--- src/rtl/interp_outfifo.sv ---
// Output FIFO behind the nearest-neighbour interpolator: captures strobed samples and
// re-presents them first-word-fall-through on a valid/ready stream, flagging drops.
module interp_outfifo #(
  parameter int DW     = 28,
  parameter int LGFIFO = 4
) (
  input  logic              i_clk,
  input  logic              i_reset,
  input  logic              i_ce,
  input  logic [DW-1:0]     i_data,
  output logic              o_valid,
  input  logic              i_ready,
  output logic [DW-1:0]     o_data,
  output logic [LGFIFO:0]   o_fill,
  output logic              o_full,
  output logic              o_overflow,
  input  logic              i_clr_overflow
);

  localparam logic [LGFIFO:0] PTR_ONE = 1;
  localparam logic [LGFIFO:0] DEPTH   = PTR_ONE << LGFIFO;

  logic [DW-1:0]   mem [DEPTH];
  logic [DW-1:0]   head_reg;
  logic [LGFIFO:0] wr_ptr_reg, wr_ptr_next;
  logic [LGFIFO:0] rd_ptr_reg, rd_ptr_next;
  logic [LGFIFO:0] fill_reg, fill_next;
  logic            valid_reg, valid_next;
  logic            full_reg, full_next;
  logic            overflow_reg, overflow_next;
  logic            rd, wr, drop, bypass;

  always_comb begin
    rd   = valid_reg && i_ready;
    wr   = i_ce && (!full_reg || rd);
    drop = i_ce && full_reg && !rd;

    wr_ptr_next = wr ? (wr_ptr_reg + PTR_ONE) : wr_ptr_reg;
    rd_ptr_next = rd ? (rd_ptr_reg + PTR_ONE) : rd_ptr_reg;

    fill_next = fill_reg;
    if (wr && !rd)
      fill_next = fill_reg + PTR_ONE;
    else if (rd && !wr)
      fill_next = fill_reg - PTR_ONE;

    valid_next = (wr_ptr_next != rd_ptr_next);
    full_next  = (wr_ptr_next[LGFIFO] != rd_ptr_next[LGFIFO]) &&
                 (wr_ptr_next[LGFIFO-1:0] == rd_ptr_next[LGFIFO-1:0]);

    // A drop in the same cycle as a clear keeps the flag set.
    overflow_next = overflow_reg;
    if (drop)
      overflow_next = 1'b1;
    else if (i_clr_overflow)
      overflow_next = 1'b0;

    // The incoming sample becomes the head directly when the FIFO would otherwise be empty.
    bypass = wr && (wr_ptr_reg[LGFIFO-1:0] == rd_ptr_next[LGFIFO-1:0]);
  end

  always_ff @(posedge i_clk) begin
    if (wr && !i_reset)
      mem[wr_ptr_reg[LGFIFO-1:0]] <= i_data;
  end

  // Registered head read, addressed by the next read pointer so o_data falls through.
  always_ff @(posedge i_clk) begin
    if (bypass)
      head_reg <= i_data;
    else
      head_reg <= mem[rd_ptr_next[LGFIFO-1:0]];
  end

  always_ff @(posedge i_clk) begin
    if (i_reset) begin
      wr_ptr_reg   <= '0;
      rd_ptr_reg   <= '0;
      fill_reg     <= '0;
      valid_reg    <= 1'b0;
      full_reg     <= 1'b0;
      overflow_reg <= 1'b0;
    end else begin
      wr_ptr_reg   <= wr_ptr_next;
      rd_ptr_reg   <= rd_ptr_next;
      fill_reg     <= fill_next;
      valid_reg    <= valid_next;
      full_reg     <= full_next;
      overflow_reg <= overflow_next;
    end
  end

  assign o_valid    = valid_reg;
  assign o_data     = head_reg;
  assign o_fill     = fill_reg;
  assign o_full     = full_reg;
  assign o_overflow = overflow_reg;

endmodule

--- config.mk ---
export PLATFORM = sky130hd
export DESIGN_NAME = interp_outfifo
export DESIGN_NICKNAME = d
export VERILOG_FILES = /design/src/rtl/interp_outfifo.sv
export SDC_FILE = /design/constraint.sdc
export NUM_CORES = 1
export LEC_CHECK = 0
export ABC_CLOCK_PERIOD_IN_PS = 6500
export CAP_MARGIN = 30
export CORE_ASPECT_RATIO = 1.75
export CORE_MARGIN = 2
export CORE_UTILIZATION = 45
export CTS_BUF_LIST = sky130_fd_sc_hd__clkbuf_16
export DETAILED_ROUTE_END_ITERATION = 12
export SLEW_MARGIN = 5
export SYNTH_ARGS = -nofsm -noshare
export SYNTH_HDL_FRONTEND = slang
export SYNTH_SLANG_ARGS = --single-unit
--- constraint.sdc ---
create_clock -name i_clk -period 6.5 [get_ports i_clk]
set_input_delay 1.3 -clock i_clk [delete_from_list [all_inputs] [get_ports i_clk]]
set_output_delay 1.3 -clock i_clk [all_outputs]
set_load 0.03 [all_outputs]
==> results.sh <==
export IMPL_start_util=0.4533
export IMPL_core_region_area_mm2=0.04242
export IMPL_synth_ff_latch_count=494
export IMPL_insertion_delay_ns=0.55
export IMPL_worst_slew_pin_slew_ns=0.9816
export IMPL_vdd_ir_drop_worst_mv=0.2241
export IMPL_synth_area_per_cell_um2=16.82
export IMPL_yosys_area_share_simple=0.05759
export IMPL_crit_end_element="register"
export IMPL_dieArea_mm2=0.04446
export IMPL_route_vias_total=10150
export IMPL_number_of_flip_flops_in_the_largest_register=448
export IMPL_synth_enable_flop_cells=448
export IMPL_relSlewSlack=0.3440
export IMPL_first_iter_violations=878
export IMPL_setup_repair_after_global_routing_missed_its_margin="false"
export IMPL_port_buffer_count=68
export IMPL_number_of_antenna_violations_at_the_first_check_in_global_routing=2
export IMPL_synth_mux_area_frac=0.09456
export IMPL_clock_tree_root_cell="sky130_fd_sc_hd__clkbuf_16"
export IMPL_clock_power_share=0.359
export IMPL_critical_path_class="in -> reg"
export IMPL_timing_hold_worst_endpoint="o_overflow"
export IMPL_cts_htree_levels=2
export IMPL_layout_cells_most_common="sky130_fd_sc_hd__edfxtp_1"
export IMPL_outcome="complete, no violations"
export IMPL_power_per_cell_area_mw_per_mm2=320.1
export IMPL_layoutNonFillerInstCount=1823
export IMPL_via_per_inst=5.568
export IMPL_synth_top_family_by_area="multiplexers"
export IMPL_numClockSinks=494
export IMPL_setup_viol=0
export IMPL_remaining_drc_errors=0
export IMPL_worstHoldPathCells=2
export IMPL_layout_drive_gt1_share=0.1437
export IMPL_antenna_violating_nets_post_route=0
export IMPL_grt_pass1_wl_um=65380
export IMPL_min_period_over_period=0.6423
export IMPL_pwr_share_seq=0.507
export IMPL_cts_tree="built"
export IMPL_fmax_ghz=0.2395
export IMPL_synthDistinctLibCells=53
export IMPL_avgRoutedWirePerCell_um=24.04
export IMPL_internal_power_w=0.005384
export IMPL_hpwl_um=23610
export IMPL_synthesis_instances=1143
export IMPL_dieWidth_um=160.3
export IMPL_critPathRequiredTime_ns=6.98
export IMPL_cts_buffers=44
export IMPL_grt_usage=0.1989
export IMPL_synth_yosys_seq_area_share=0.7476
export IMPL_mostFrequentLayoutCells="448 x sky130_fd_sc_hd__edfxtp_1, 171 x sky130_fd_sc_hd__nand2_1, 68 x sky130_fd_sc_hd__clkdlybuf4s50_1, 59 x sky130_fd_sc_hd__mux2i_1"
export IMPL_vias_in_the_first_global_route=10366
export IMPL_net_total_in_the_final_layout=1272
export IMPL_critical_path_reg2reg_startpoint="o_valid"
export IMPL_crit_reg2reg_capture="o_full"
export IMPL_die_height_um=277.4
export IMPL_critical_path_max_fanout=20
export IMPL_synth_compound_area_frac=0.05610
export IMPL_globalRouteOverflowTotal=0
export IMPL_routed_wirelength_um=43820
export IMPL_cts_hold_repair_buffers=0
export IMPL_finalWeightedCongestion=0.7553
export IMPL_post_cts_repair_setup_buffers=0
export IMPL_wp_data_arrival_ns=4.66
export IMPL_maxCapViolations=0
export IMPL_drv_slew=0
export IMPL_fillCellCount=3362
export IMPL_finClkSkew_ns=0.01771
export IMPL_async_flop_share=0
export IMPL_worst_setup_hold_path_clk_slew_ns=0.06
export IMPL_final_hold_viol_count=0
export IMPL_pin_count_of_the_biggest_net_entering_global_routing=75
export IMPL_ios=69
export IMPL_hold_path_startpoint="o_overflow"
export IMPL_hold_class="reg -> reg"
export IMPL_area_growth_syn_to_layout_pct=15.22
export IMPL_holdWs_ns=0.5106
export IMPL_combPwrFrac=0.134
export IMPL_synth_area_mm2=0.01923
export IMPL_static_leakage_power_nw=7.487
export IMPL_rows=100
export IMPL_post_synth_fa_ha_maj_area_fraction=0.007549
export IMPL_dominantRegCellSynth="sky130_fd_sc_hd__edfxtp_1"
export IMPL_rr_worst_depth=8
export IMPL_p_sw_frac=0.2408
export IMPL_post_layout_total_power_w=0.007091
export IMPL_ys_warnings_count=0
export IMPL_postSynthNetCount=1187
export IMPL_post_cts_resize_count=0
export IMPL_post_synth_xor_area_fraction=0.009957
export IMPL_reported_net_switching_power_w=0.001707
export IMPL_startpoint_type="primary input"
export IMPL_cts_root_to_sink_buffers=3
export IMPL_finalSetupTns_ns=0
export IMPL_dp_cells=1740
export IMPL_timing_reg2reg_setup_slack_ns=3.16
export IMPL_period_needed_ns=4.175
export IMPL_detail_route_first_pass_iterations=7
## kinds of logic (layout without fill, tap and decap cells)
family / after synthesis / count (layout)
other: 0 / 2
muxes: 114 / 114
DFF: 494 / 494
AOI/OAI and AO/OA: 142 / 142
and+or+nand+nor: 263 / 263
buffers and inverters: 98 / 215
adders and majority gates: 11 / 11
xor gates and xnor gates: 21 / 21
## synth_stat cells, types with 3 or more instances
| master | number | area (um2) |
|---|---|---|
| sky130_fd_sc_hd__mux4_2 | 54 | 1216 |
| sky130_fd_sc_hd__a21boi_0 | 4 | 30.03 |
| sky130_fd_sc_hd__nand3_1 | 33 | 165.2 |
| sky130_fd_sc_hd__buf_4 | 7 | 52.55 |
| sky130_fd_sc_hd__a21oi_1 | 6 | 30.03 |
| sky130_fd_sc_hd__a211oi_1 | 4 | 30.03 |
| sky130_fd_sc_hd__xnor2_1 | 10 | 87.58 |
| sky130_fd_sc_hd__buf_6 | 13 | 146.4 |
| sky130_fd_sc_hd__a31oi_1 | 54 | 337.8 |
| sky130_fd_sc_hd__clkbuf_1 | 26 | 97.59 |
| sky130_fd_sc_hd__edfxtp_1 | 448 | 13450 |
| sky130_fd_sc_hd__nand3b_1 | 3 | 22.52 |
| sky130_fd_sc_hd__a22o_1 | 28 | 245.2 |
| sky130_fd_sc_hd__inv_1 | 34 | 127.6 |
| sky130_fd_sc_hd__or3_1 | 3 | 18.77 |
| sky130_fd_sc_hd__nor3_1 | 5 | 25.02 |
| sky130_fd_sc_hd__nor2_1 | 33 | 123.9 |
| sky130_fd_sc_hd__mux2i_1 | 59 | 590.6 |
| sky130_fd_sc_hd__ha_1 | 10 | 125.1 |
| sky130_fd_sc_hd__nand2_1 | 172 | 645.6 |
| sky130_fd_sc_hd__o21ai_0 | 3 | 15.01 |
| sky130_fd_sc_hd__xor2_1 | 10 | 87.58 |
| sky130_fd_sc_hd__buf_2 | 15 | 75.07 |
| sky130_fd_sc_hd__a32oi_1 | 28 | 245.2 |
| sky130_fd_sc_hd__dfxtp_1 | 46 | 920.9 |
## per-stage QoR
step | area, um2 | utilization | setup WS, ns
6_report | 22150 | 0.5222 | 2.325
4_1_cts | 22070 | 0.5204 | 2.372
5_1_grt | 22150 | 0.5222 | 2.123
3_3_place_gp | 20630 | 0.4864 | 1.847
3_5_place_dp | 20670 | 0.4874 | 1.791
2_1_floorplan | 19230 | - | 2.286
## how the worst max path moves through the flow
stage / start / to / depth (start not counted) / slack [ns]
after CTS: i_ready / o_full / 9 / 2.37
after global routing: i_ready / o_full / 9 / 2.12
after global placement: i_ready / o_full / 9 / 1.85
after floorplan: i_reset / mem[3][0] / 4 / 2.29
after detailed placement: i_ready / o_full / 9 / 1.79
final: i_ready / o_full / 9 / 2.33
## metal layers
metal / GRT usage / vias to the layer above / wire, um
met1: 0.2489 / 5221 / 17170
met5: 0 / - / 0
met4: 0.07022 / 0 / 1212
met2: 0.3561 / 269 / 23360
met3: 0.02452 / 68 / 2075
li1: - / 4592 / -
## critical path, cell delays in order
cell and delay (ns):
sky130_fd_sc_hd__clkdlybuf4s50_1 0.59, sky130_fd_sc_hd__and2_1 0.34, sky130_fd_sc_hd__inv_2 0.18, sky130_fd_sc_hd__or3_1 0.50, sky130_fd_sc_hd__nand2_1 0.77, sky130_fd_sc_hd__buf_4 0.40, sky130_fd_sc_hd__xnor2_1 0.13, sky130_fd_sc_hd__nor4_2 0.23
sky130_fd_sc_hd__nor3b_2 0.19
## final cells by class
cell class	instances	area (um2)	share of cell area
diodes	2	5.005	0.0002259
clock buffers	45	1126	0.05084
clock inverters	33	272.8	0.01231
inverters	35	131.4	0.005931
multi-input cells	551	4502	0.2032
flip-flops and latches	494	14370	0.6489
well taps	561	701.9	0.03169
repair buffers	102	1039	0.04688
## power groups by stage
stage / Clock (W) / Combinational [W] / Sequential, W
after CTS: 0.00260 / 0.000963 / 0.00360
after floorplan: 0 / 0.000520 / 0.00377
final: 0.00255 / 0.000947 / 0.00360
after detailed placement: 0 / 0.000959 / 0.00367
after global routing: 0.00272 / 0.00103 / 0.00360
after global placement: 0 / 0.000940 / 0.00367
Power figures use the tool's default switching activity.
